### src/rtl/ram_port_arbiter.sv
// Shares RAM port A among data, fetch and DMA requesters with a DMA starvation guard.
// Read returns are tagged with their owner through an RD_LAT-deep shift register.
module ram_port_arbiter #(
  parameter int RD_LAT       = 1,
  parameter int STARVE_LIMIT = 8
) (
  input  logic        clk,
  input  logic        reset,
  input  logic        d_req,
  input  logic        f_req,
  input  logic        m_req,
  input  logic [31:0] d_addr,
  input  logic [31:0] f_addr,
  input  logic [31:0] m_addr,
  input  logic        d_we,
  input  logic        m_we,
  input  logic [31:0] d_wdata,
  input  logic [31:0] m_wdata,
  input  logic [3:0]  d_byteen,
  input  logic [3:0]  m_byteen,
  output logic        d_gnt,
  output logic        f_gnt,
  output logic        m_gnt,
  output logic        rvalid,
  output logic [1:0]  rid,
  output logic [31:0] rdata,
  output logic [29:0] ram_addr,
  output logic [31:0] ram_wdata,
  output logic [3:0]  ram_byteen,
  output logic        ram_wren,
  input  logic [31:0] ram_q,
  output logic        starve_active
);

  typedef enum logic [1:0] {
    OWN_D = 2'd0,
    OWN_F = 2'd1,
    OWN_M = 2'd2
  } owner_e;

  typedef struct packed {
    logic   valid;
    owner_e id;
  } tag_t;

  localparam logic [7:0] LIMIT = 8'(STARVE_LIMIT);

  logic [7:0] starve_cnt;
  logic [7:0] starve_cnt_d;
  logic       starve_d;
  tag_t       tag_in;
  tag_t       tag_q [RD_LAT];

  // Byte-offset bits never reach the word-addressed RAM.
  logic unused_addr_bits;
  assign unused_addr_bits = ^{d_addr[1:0], f_addr[1:0], m_addr[1:0]};

  // Grants are forced low during reset so nothing is written to the RAM.
  always_comb begin
    d_gnt = 1'b0;
    f_gnt = 1'b0;
    m_gnt = 1'b0;
    if (!reset) begin
      if (starve_active && m_req) m_gnt = 1'b1;
      else if (d_req)             d_gnt = 1'b1;
      else if (f_req)             f_gnt = 1'b1;
      else if (m_req)             m_gnt = 1'b1;
    end
  end

  // NOTE: every output of a combinational block gets a default first so no latch is inferred.
  always_comb begin
    ram_addr   = d_addr[31:2];
    ram_wdata  = d_wdata;
    ram_byteen = 4'hF;
    ram_wren   = 1'b0;
    if (f_gnt) begin
      ram_addr = f_addr[31:2];
    end else if (m_gnt) begin
      ram_addr  = m_addr[31:2];
      ram_wdata = m_wdata;
      if (m_we) begin
        ram_byteen = m_byteen;
        ram_wren   = 1'b1;
      end
    end else if (d_gnt && d_we) begin
      ram_byteen = d_byteen;
      ram_wren   = 1'b1;
    end
  end

  always_comb begin
    tag_in.valid = (d_gnt && !d_we) || f_gnt || (m_gnt && !m_we);
    tag_in.id    = f_gnt ? OWN_F : (m_gnt ? OWN_M : OWN_D);
  end

  // NOTE: the tag pipe is reset (unlike RAM storage) because its valid bits drive rvalid;
  // this is also what discards in-flight reads on a mid-operation reset.
  always_ff @(posedge clk or posedge reset) begin
    if (reset) begin
      tag_q <= '{default: '0};
    end else begin
      tag_q[0] <= tag_in;
      for (int i = 1; i < RD_LAT; i++) begin
        tag_q[i] <= tag_q[i-1];
      end
    end
  end

  assign rvalid = tag_q[RD_LAT-1].valid;
  assign rid    = tag_q[RD_LAT-1].id;
  assign rdata  = ram_q;

  // Promotion is registered, so a limit reached this cycle only reorders next cycle.
  always_comb begin
    starve_cnt_d = '0;
    starve_d     = 1'b0;
    if (m_req && !m_gnt) begin
      starve_cnt_d = (starve_cnt >= LIMIT) ? LIMIT : starve_cnt + 8'd1;
      starve_d     = starve_active || (starve_cnt_d == LIMIT);
    end
  end

  // NOTE: state registers use non-blocking assignments so all flops update together.
  always_ff @(posedge clk or posedge reset) begin
    if (reset) begin
      starve_cnt    <= '0;
      starve_active <= 1'b0;
    end else begin
      starve_cnt    <= starve_cnt_d;
      starve_active <= starve_d;
    end
  end

endmodule

### config.mk
export PLATFORM = sky130hd
export DESIGN_NAME = ram_port_arbiter
export DESIGN_NICKNAME = d
export VERILOG_FILES = /design/src/rtl/ram_port_arbiter.sv
export SDC_FILE = /design/constraint.sdc
export NUM_CORES = 1
export LEC_CHECK = 0
export ABC_AREA = 1
export BUFFER_PORTS_ARGS = -buffer_cell sky130_fd_sc_hd__buf_4
export CAP_MARGIN = 20
export CORE_AREA = 2 2 121 123
export DETAILED_ROUTE_END_ITERATION = 10
export DIE_AREA = 0 0 123 125
export PLACE_DENSITY = 0.58
export SYNTH_ARGS = -nofsm -noshare
export SYNTH_HDL_FRONTEND = slang
export SYNTH_SLANG_ARGS = --single-unit
### constraint.sdc
create_clock -name clk -period 1.21 [get_ports clk]
set_input_delay 0.121 -clock clk [delete_from_list [all_inputs] [get_ports clk]]
set_output_delay 0.121 -clock clk [all_outputs]
set_load 0.05 [all_outputs]
==> reports/metrics.yaml, run 1 <==
outcome: "finished, violations left"
violations: "setup timing"
rsz0062_at_grt: "yes"
syn_to_final_growth_pct: 168
ant_nets: 0
fin_util: 0.403
placed_cell_area_um2: 4730
hp-class: "input port to async pin"
syn-instance-count: 433
grt_pass1_wl_um: 15300
clock_path_buffers: 2
h-tree-depth: 1
nFillCells: 1425
rows: 44
max-vdd-ir-drop_mv: 0.479
fmax_mhz: 577
period_needed_ns: 1.73
fp.coreArea_um2: 14200
cp-start-kind: "flip-flop"
drtIter0Drc: 57
routed_wl_um: 10900
layout.nets: 871
setup_violations: 73
synth_area_um2: 2140
die_h_um: 125
antenna_found_initial: 0
yosys_warnings: 0
diodes: 0
worst_slack_ns: -0.524
route.detailed.drc: 0
grt_overflow_total: 0
design_power_total_mw: 4.03
grt_use_total: 0.125
synth.distinct_cells: 16
cts_tree: "yes"
cp_max_fo: 7
port_buffers: 242
slew_violations: 0
layout_common_cells: "187 x buf_4, 131 x nand2_1, 72 x inv_1"
clockRootBuffer: "clkbuf_16"
cts.sinks: 12
final_common_cell: "buf_4"
hold_violations: 0
period_share: 1.43
cap_viol_max_count: 0
vias: 3334
grt_pass1_vias: 3233
dieArea_um2: 15400
place_hpwl_um: 7750
ys_ff_latch: 12
routed_via_density: 3.95
finClkSkew_ns: 0.000609
place.gp.congestion: 0.780
p_per_area_nw_per_um2: 705
cp.required_ns: 1.09
drive_gt1_frac: 0.637
stdcell_area_um2: 5720
worstRegToRegCells: 6
drt-pass1-iter-count: 4
clkTransAtPathRegs_ns: 0.04
grt_max_degree: 40
synth-seq-area-share: 0.140
worstSkewPairLatency_ns: 0.24
leakage_nw: 3.18
synth.avg_cell_area_um2: 4.94
wl_per_cell_um: 12.9
start_util: 0.151
cts_made_buffers: 3
critPathKind: "flip-flop to primary output"
cp-end-kind: "primary output"
arrival_ns: 1.61
num_io_pins: 313
die_w_um: 123
## critical path, stage by stage (launching register included)
cell	delay (ns)
dfrtp_2	0.41
nand2_4	0.08
buf_4	0.12
nand3_4	0.15
clkinv_8	0.13
buf_12	0.14
nand2_1	0.08
nand2_4	0.07
buf_4	0.19
## routing by layer
layer,vias to the layer above,track usage,routed length (µm)
met5,-,0,0
met4,0,0.0180,77
met3,12,0.0310,1210
met2,179,0.256,5820
met1,1463,0.124,3780
li1,1680,-,-
## what timing repair did
action / 4_1_cts / 5_1_grt
setup buffers: 0 / 2
gates cloned: 2 / 3
endpoints found under the setup margin: 75 / 76
resized for setup: 135 / 70
hold buffers: 1 / 0
hold endpoints to repair: 1 / 0
## metrics by stage
step | cells | setup slack, ns | hold WS (ns) | setup TNS, ns
after floorplan | 436 | -0.380 | 0.0240 | -20.96
after global placement | 833 | -0.353 | 0.220 | -18.82
after detailed placement | 833 | -0.342 | 0.216 | -19.67
after CTS | 840 | -0.532 | 0.0580 | -33.95
after global routing | 845 | -0.601 | 0.0921 | -38.57
final | 845 | -0.524 | 0.0549 | -32.29
## area by class of cell
| type | count | area [µm²] | area share |
|---|---|---|---|
| Tap cell | 184 | 230 | 0.0402 |
| Inverter | 75 | 299 | 0.0523 |
| Multi-Input combinational cell | 297 | 2070 | 0.362 |
| Clock buffer | 4 | 88.8 | 0.0155 |
| Timing Repair Buffer | 273 | 2730 | 0.477 |
| Sequential cell | 12 | 302 | 0.0527 |
## cell usage after synthesis (all sizes together)
cell	instances	area, µm²
a21oi	2	10.0
buf	45	335
clkbuf	7	26.3
conb	1	3.75
dfrtp	12	300
ha	2	25.0
inv	75	282
nand2	235	882
nand3	33	178
nor2	9	33.8
o211ai	1	7.51
o21ai	11	55.1
## kinds of logic (layout without fill, tap and decap cells)
logic type | count (synthesis) | count (layout) | synth area share
flops | 12 | 12 | 0.140
fa+ha+maj | 2 | 2 | 0.0117
simple gates | 277 | 277 | 0.511
compound gates | 14 | 14 | 0.0339
buf+inv | 127 | 352 | 0.301
other cells | 1 | 4 | 0.00175
## sequential cells by signal, indices dropped and copies added (netlist names)
name and flops:
rvalid 1, starve_cnt 8, rid 2, starve_active 1
## report_power, final
part,switching (mW),leakage [nW],internal (mW)
registers,0.00711,0.151,0.422
clock network,0.176,0.0442,0.499
logic,1.62,2.98,1.31
total,1.80,3.18,2.23
## final timing paths
path,startpoint,end,slack [ns]
min in group clk,m_we,rvalid,0.13
max in group asynchronous,reset,rid[0],0.60
worst max-delay path,starve_active,ram_addr[11],-0.52
worst max register to register,starve_active,rid[0],-0.06
worst min register to register,starve_cnt[0],starve_cnt[0],0.57
worst min-delay path,reset,starve_active,0.05
Note: power is estimated with default switching activity, not from simulation.
==> inputs of run 2 (changes only) <==
--- a/config.mk
+++ b/config.mk
@@ -7,7 +7,6 @@
 export LEC_CHECK = 0
 export ABC_AREA = 1
 export BUFFER_PORTS_ARGS = -buffer_cell sky130_fd_sc_hd__buf_4
-export CAP_MARGIN = 20
 export CORE_AREA = 2 2 121 123
 export DETAILED_ROUTE_END_ITERATION = 10
 export DIE_AREA = 0 0 123 125
@@ -15,3 +14,4 @@
 export SYNTH_ARGS = -nofsm -noshare
 export SYNTH_HDL_FRONTEND = slang
 export SYNTH_SLANG_ARGS = --single-unit
+export TNS_END_PERCENT = 50
==> run 2 against run 1 <==
The flow still finishes with violations (setup timing). Wire length fell by 2.5%. Combinational power shrank 2%. Die area is the same. Clock skew about the same. Maximum frequency decreased by 1.6%. Core utilization fell by 1.1 points. Global-route usage is 1.1 points lower. Total power shrank 1.5%.
==> reports/metrics.yaml, run 2 (same netlist as run 1, synthesis figures left out) <==
syn_to_final_growth_pct: 160
r2r-start: "starve_active"
cp_common_cell: "nand2_4"
holdWs_ns: 0.00607
place_ws_ns: -0.323
nFillCells: 1447
arrival_ns: 1.64
grt_use_total: 0.113
grt_overflow_total: 0
setup_violations: 76
violations: "setup timing"
worstSkewPairLatency_ns: 0.24
cp-start-kind: "flip-flop"
power_frac_seq: 0.108
max-vdd-ir-drop_mv: 0.391
route.detailed.drc: 0
die_h_um: 125
drtIter0Drc: 55
worst_slack_ns: -0.552
vias: 3349
antenna_found_initial: 0
fmax_mhz: 567
reg2reg_setup_slack_ns: -0.21
grt_max_degree: 33
diodes: 0
cts_tree: "yes"
placed_cell_area_um2: 4590
period_needed_ns: 1.76
p_sw_mw: 1.76
cp.required_ns: 1.09
slowest_delay_ns: 0.38
dieArea_um2: 15400
finClkSkew_ns: 0.000868
stdcell_area_um2: 5560
port_buffers: 242
clock_path_buffers: 2
tns_ns: -36.36
cts.sinks: 12
critPathKind: "flip-flop to primary output"
slew_violations: 0
drt-pass1-iter-count: 4
cp_top_family: "simple AND/OR/NAND/NOR gates"
grt_pass1_wl_um: 14100
stdcell_count: 847
rsz0062_at_grt: "yes"
cap_viol_max_count: 0
start_util: 0.151
worstRegToRegCells: 8
leakage_nw: 3.12
clkTransAtPathRegs_ns: 0.04
fp.coreArea_um2: 14200
hold_violations: 0
ant_nets: 0
cts_made_buffers: 3
rows: 44
final_common_cell: "buf_4"
layout_common_cells: "183 x buf_4, 131 x nand2_1, 72 x inv_1"
clock_power_share: 0.172
place_hpwl_um: 7640
design_power_total_mw: 3.97
period_share: 1.46
fin_util: 0.391
outcome: "finished, violations left"
layout.nets: 873
swShare: 0.444
cp.buffers_inverters: 3
die_w_um: 123
largest_reg_flops: 8
grt_pass1_vias: 3056
place.gp.congestion: 0.744
routed_via_density: 3.95
reg2reg_to: "starve_active"
clockRootBuffer: "clkbuf_16"
crit_slowest_cell: "dfrtp_2"
h-tree-depth: 1
largest-register: "starve_cnt"
p_per_area_nw_per_um2: 715
routed_wl_um: 10600
cp_max_fo: 9
drive_gt1_frac: 0.627
cp-end-kind: "primary output"
wl_per_cell_um: 12.5
cellInternalPower_mw: 2.21
num_io_pins: 313
cp_cell_sequence: "nand2_4 > nand2_4 > nand3_4 > buf_12 > clkbuf_16 > nand2_1 > nand3_1 > nand2_2 > buf_8"
hp-class: "input port to async pin"
dp_cells: 834
power_frac_comb: 0.720
run 2: cell types whose count changed in the layout (fill, tap and decap cells not counted), moves of 3 or more:
cell | before | now
nand2_2 | 30 | 54
nand3_1 | 6 | 17
nor2_1 | 8 | 5
nand2_4 | 69 | 46
buf_4 | 187 | 183
clkbuf_16 | 6 | 9
nand3_2 | 25 | 15
buf_8 | 57 | 43
buf_6 | 15 | 34
run 2: routing by layer:
metal / vias up / global-route usage / part of all wire / wire (µm)
li1: 1680 / - / - / -
met1: 1463 / 0.118 / 0.35 / 3700
met2: 193 / 0.210 / 0.51 / 5450
met3: 13 / 0.0415 / 0.12 / 1300
met4: 0 / 0.0314 / 0.016 / 175
met5: - / 0 / 0 / 0
run 2: power groups by stage:
stage | Clock [mW] | Sequential (mW) | Combinational [mW]
2_1_floorplan | 0 | 0.466 | 1.70
3_3_place_gp | 0 | 0.434 | 2.37
3_5_place_dp | 0 | 0.434 | 2.38
4_1_cts | 0.698 | 0.428 | 2.67
5_1_grt | 0.712 | 0.430 | 3.02
6_report | 0.683 | 0.428 | 2.86
run 2: repair_timing:
item,4_1_cts,5_1_grt
cloned,0,7
endpoints found under the setup margin,75,76
hold buffers,0,0
resized for setup,119,69
pin swaps,3,11
buffers inserted,0,2
run 2: layout make-up:
class	instances	area (µm²)	area share
clock buffers	4	88.8	0.0160
multi-input cells	297	1900	0.341
flip-flops and latches	12	302	0.0542
inverters	75	297	0.0533
well taps	184	230	0.0414
repair buffers	275	2750	0.494
run 2: worst max path at each step:
stage	endpoint	cells after the start	slack, ns	startpoint
2_1_floorplan	ram_wren	7	-0.38	starve_active
3_3_place_gp	ram_addr[2]	9	-0.31	starve_active
3_5_place_dp	ram_addr[5]	9	-0.32	starve_active
4_1_cts	ram_addr[2]	9	-0.53	starve_active
5_1_grt	ram_addr[22]	9	-0.63	starve_active
6_report	ram_addr[7]	9	-0.55	starve_active
run 2: worst reg2reg max path: cells and delay by family, from the launching register on:
kind | cells | cell delay (ns)
buffers and inverters | 3 | 0.47
DFF | 1 | 0.41
and+or+nand+nor | 4 | 0.35
AOI/OAI and AO/OA | 1 | 0.11
==> inputs of run 3 (changes only) <==
--- a/config.mk
+++ b/config.mk
@@ -7,10 +7,10 @@
 export LEC_CHECK = 0
 export ABC_AREA = 1
 export BUFFER_PORTS_ARGS = -buffer_cell sky130_fd_sc_hd__buf_4
-export CORE_AREA = 2 2 121 123
+export CORE_AREA = 2 2 122 124
 export DETAILED_ROUTE_END_ITERATION = 10
-export DIE_AREA = 0 0 123 125
-export PLACE_DENSITY = 0.58
+export DIE_AREA = 0 0 124 126
+export PLACE_DENSITY = 0.55
 export SYNTH_ARGS = -nofsm -noshare
 export SYNTH_HDL_FRONTEND = slang
 export SYNTH_SLANG_ARGS = --single-unit
==> constraint.sdc (replaced) <==
create_clock -name clk -period 2.12 [get_ports clk]
set_input_delay 0.212 -clock clk [delete_from_list [all_inputs] [get_ports clk]]
set_output_delay 0.212 -clock clk [all_outputs]
set_load 0.05 [all_outputs]
==> run 3 against run 2 <==
The flow now finishes without violations. Sequential share of layout area increased by 1.9 points. Hold slack improved by 0.077 ns. Critical path type unchanged. Global-route usage decreased by 1.3 points.
==> reports/metrics.yaml, run 3 (same netlist as run 1, synthesis figures left out) <==
clkTransAtPathRegs_ns: 0.04
antenna_found_initial: 0
worst_slack_ns: 0.150
wl_per_cell_um: 11.4
clock_path_buffers: 2
critPathKind: "flip-flop to primary output"
max-vdd-ir-drop_mv: 0.243
final_common_cell: "buf_4"
arrival_ns: 1.76
drtIter0Drc: 89
fp.coreArea_um2: 14300
layout.nets: 851
outcome: "completed"
drt-pass1-iter-count: 4
hp-class: "input port to async pin"
largest_reg_flops: 8
largest-register: "starve_cnt"
tns_ns: 0
worstSkewPairLatency_ns: 0.24
gr-usage-met1: 0.106
cap_viol_max_count: 0
p_per_area_nw_per_um2: 447
grt_pass1_wl_um: 12600
hold_violations: 0
die_h_um: 126
cts_made_buffers: 3
route.detailed.drc: 0
num_io_pins: 313
layout_common_cells: "248 x buf_4, 234 x nand2_1, 74 x inv_1"
grt_max_degree: 72
routed_via_density: 3.80
cts_tree: "yes"
busiest_layer: "met2"
place_hpwl_um: 7200
met2_usage: 0.202
cp-end-kind: "primary output"
setup_violations: 0
diodes: 0
grt_overflow_total: 0
period_needed_ns: 1.97
met3_usage: 0.0195
drive_gt1_frac: 0.407
ant_nets: 0
leakage_nw: 2.60
cp-start-kind: "flip-flop"
finClkSkew_ns: 0.00138
cts_setup_buffers: 0
place_ws_ns: 0.265
syn_to_final_growth_pct: 91.9
fmax_mhz: 508
rows: 44
dieArea_um2: 15600
cp_max_fo: 19
hold_buffers: 0
h-tree-depth: 1
place.gp.congestion: 0.732
cp.required_ns: 1.91
cts.sinks: 12
vias: 3131
period_share: 0.929
port_buffers: 242
start_util: 0.149
clockRootBuffer: "clkbuf_16"
routed_wl_um: 9380
slew_violations: 0
grt_use_total: 0.101
die_w_um: 124
rsz0062_at_grt: "no"
grt_pass1_vias: 2705
## run 3: cell count changes in the layout (fill, tap and decap cells not counted), moves of 34 or more
cell     previous run  this run
nand2_1           131       234
buf_4             183       248
nand2_4            46         0
buf_6              34         0
nand2_2            54         1
buf_8              43         0
## run 3: metrics by stage
step | power [mW] | area [µm²] | util | hold WS, ns | cells
6_report | 1.83 | 4100 | 0.287 | 0.0834 | 825
2_1_floorplan | 1.11 | 2160 | - | 0.115 | 436
3_5_place_dp | 1.45 | 3950 | 0.276 | 0.338 | 819
3_3_place_gp | 1.45 | 3950 | 0.276 | 0.341 | 819
5_1_grt | 1.94 | 4100 | 0.287 | 0.110 | 825
4_1_cts | 1.83 | 4040 | 0.282 | 0.0868 | 823
## run 3: routing by layer
metal | vias to the layer above | wire length, µm
met3 | 8 | 1070
met1 | 1309 | 3510
li1 | 1633 | -
met5 | - | 0
met4 | 0 | 94
met2 | 181 | 4710
## run 3: what timing repair did
action / CTS / global route
resized for setup: 0 / 6
setup endpoints to repair: 0 / 54
endpoints found under the hold margin: 0 / 0
## run 3: critical path: stages (launching register included)
cell	delay (ns)
dfrtp_1	0.37
nand2_1	0.10
nand2_2	0.12
nand3_4	0.17
inv_8	0.17
buf_12	0.17
nand2_1	0.06
nand3_1	0.09
nand2_1	0.06
buf_4	0.18
## run 3: final timing paths
kind	from	to	slack, ns	depth (start not counted)
worst min-delay path	reset	starve_cnt[6]	0.08	3
worst max-delay path	starve_active	ram_addr[0]	0.15	9
worst max register to register	starve_active	starve_cnt[3]	0.68	6
worst min register to register	starve_active	starve_active	0.56	2
max in group asynchronous	reset	rid[0]	1.92	3
min in group clk	m_we	rvalid	0.20	2
## run 3: layout make-up
| cell class | count | area [µm²] |
|---|---|---|
| flip-flops and latches | 12 | 300 |
| fillers | 1640 | 10200 |
| inverters | 75 | 289 |
| well taps | 184 | 230 |
| multi-input cells | 297 | 1220 |
| repair buffers | 253 | 1980 |
| clock buffers | 4 | 88.8 |
## run 3: power breakdown
part | total (mW) | switching (mW) | leakage (nW) | internal (mW)
clock | 0.381 | 0.0970 | 0.0442 | 0.284
combinational | 1.21 | 0.743 | 2.41 | 0.466
sequential | 0.244 | 0.00373 | 0.153 | 0.240
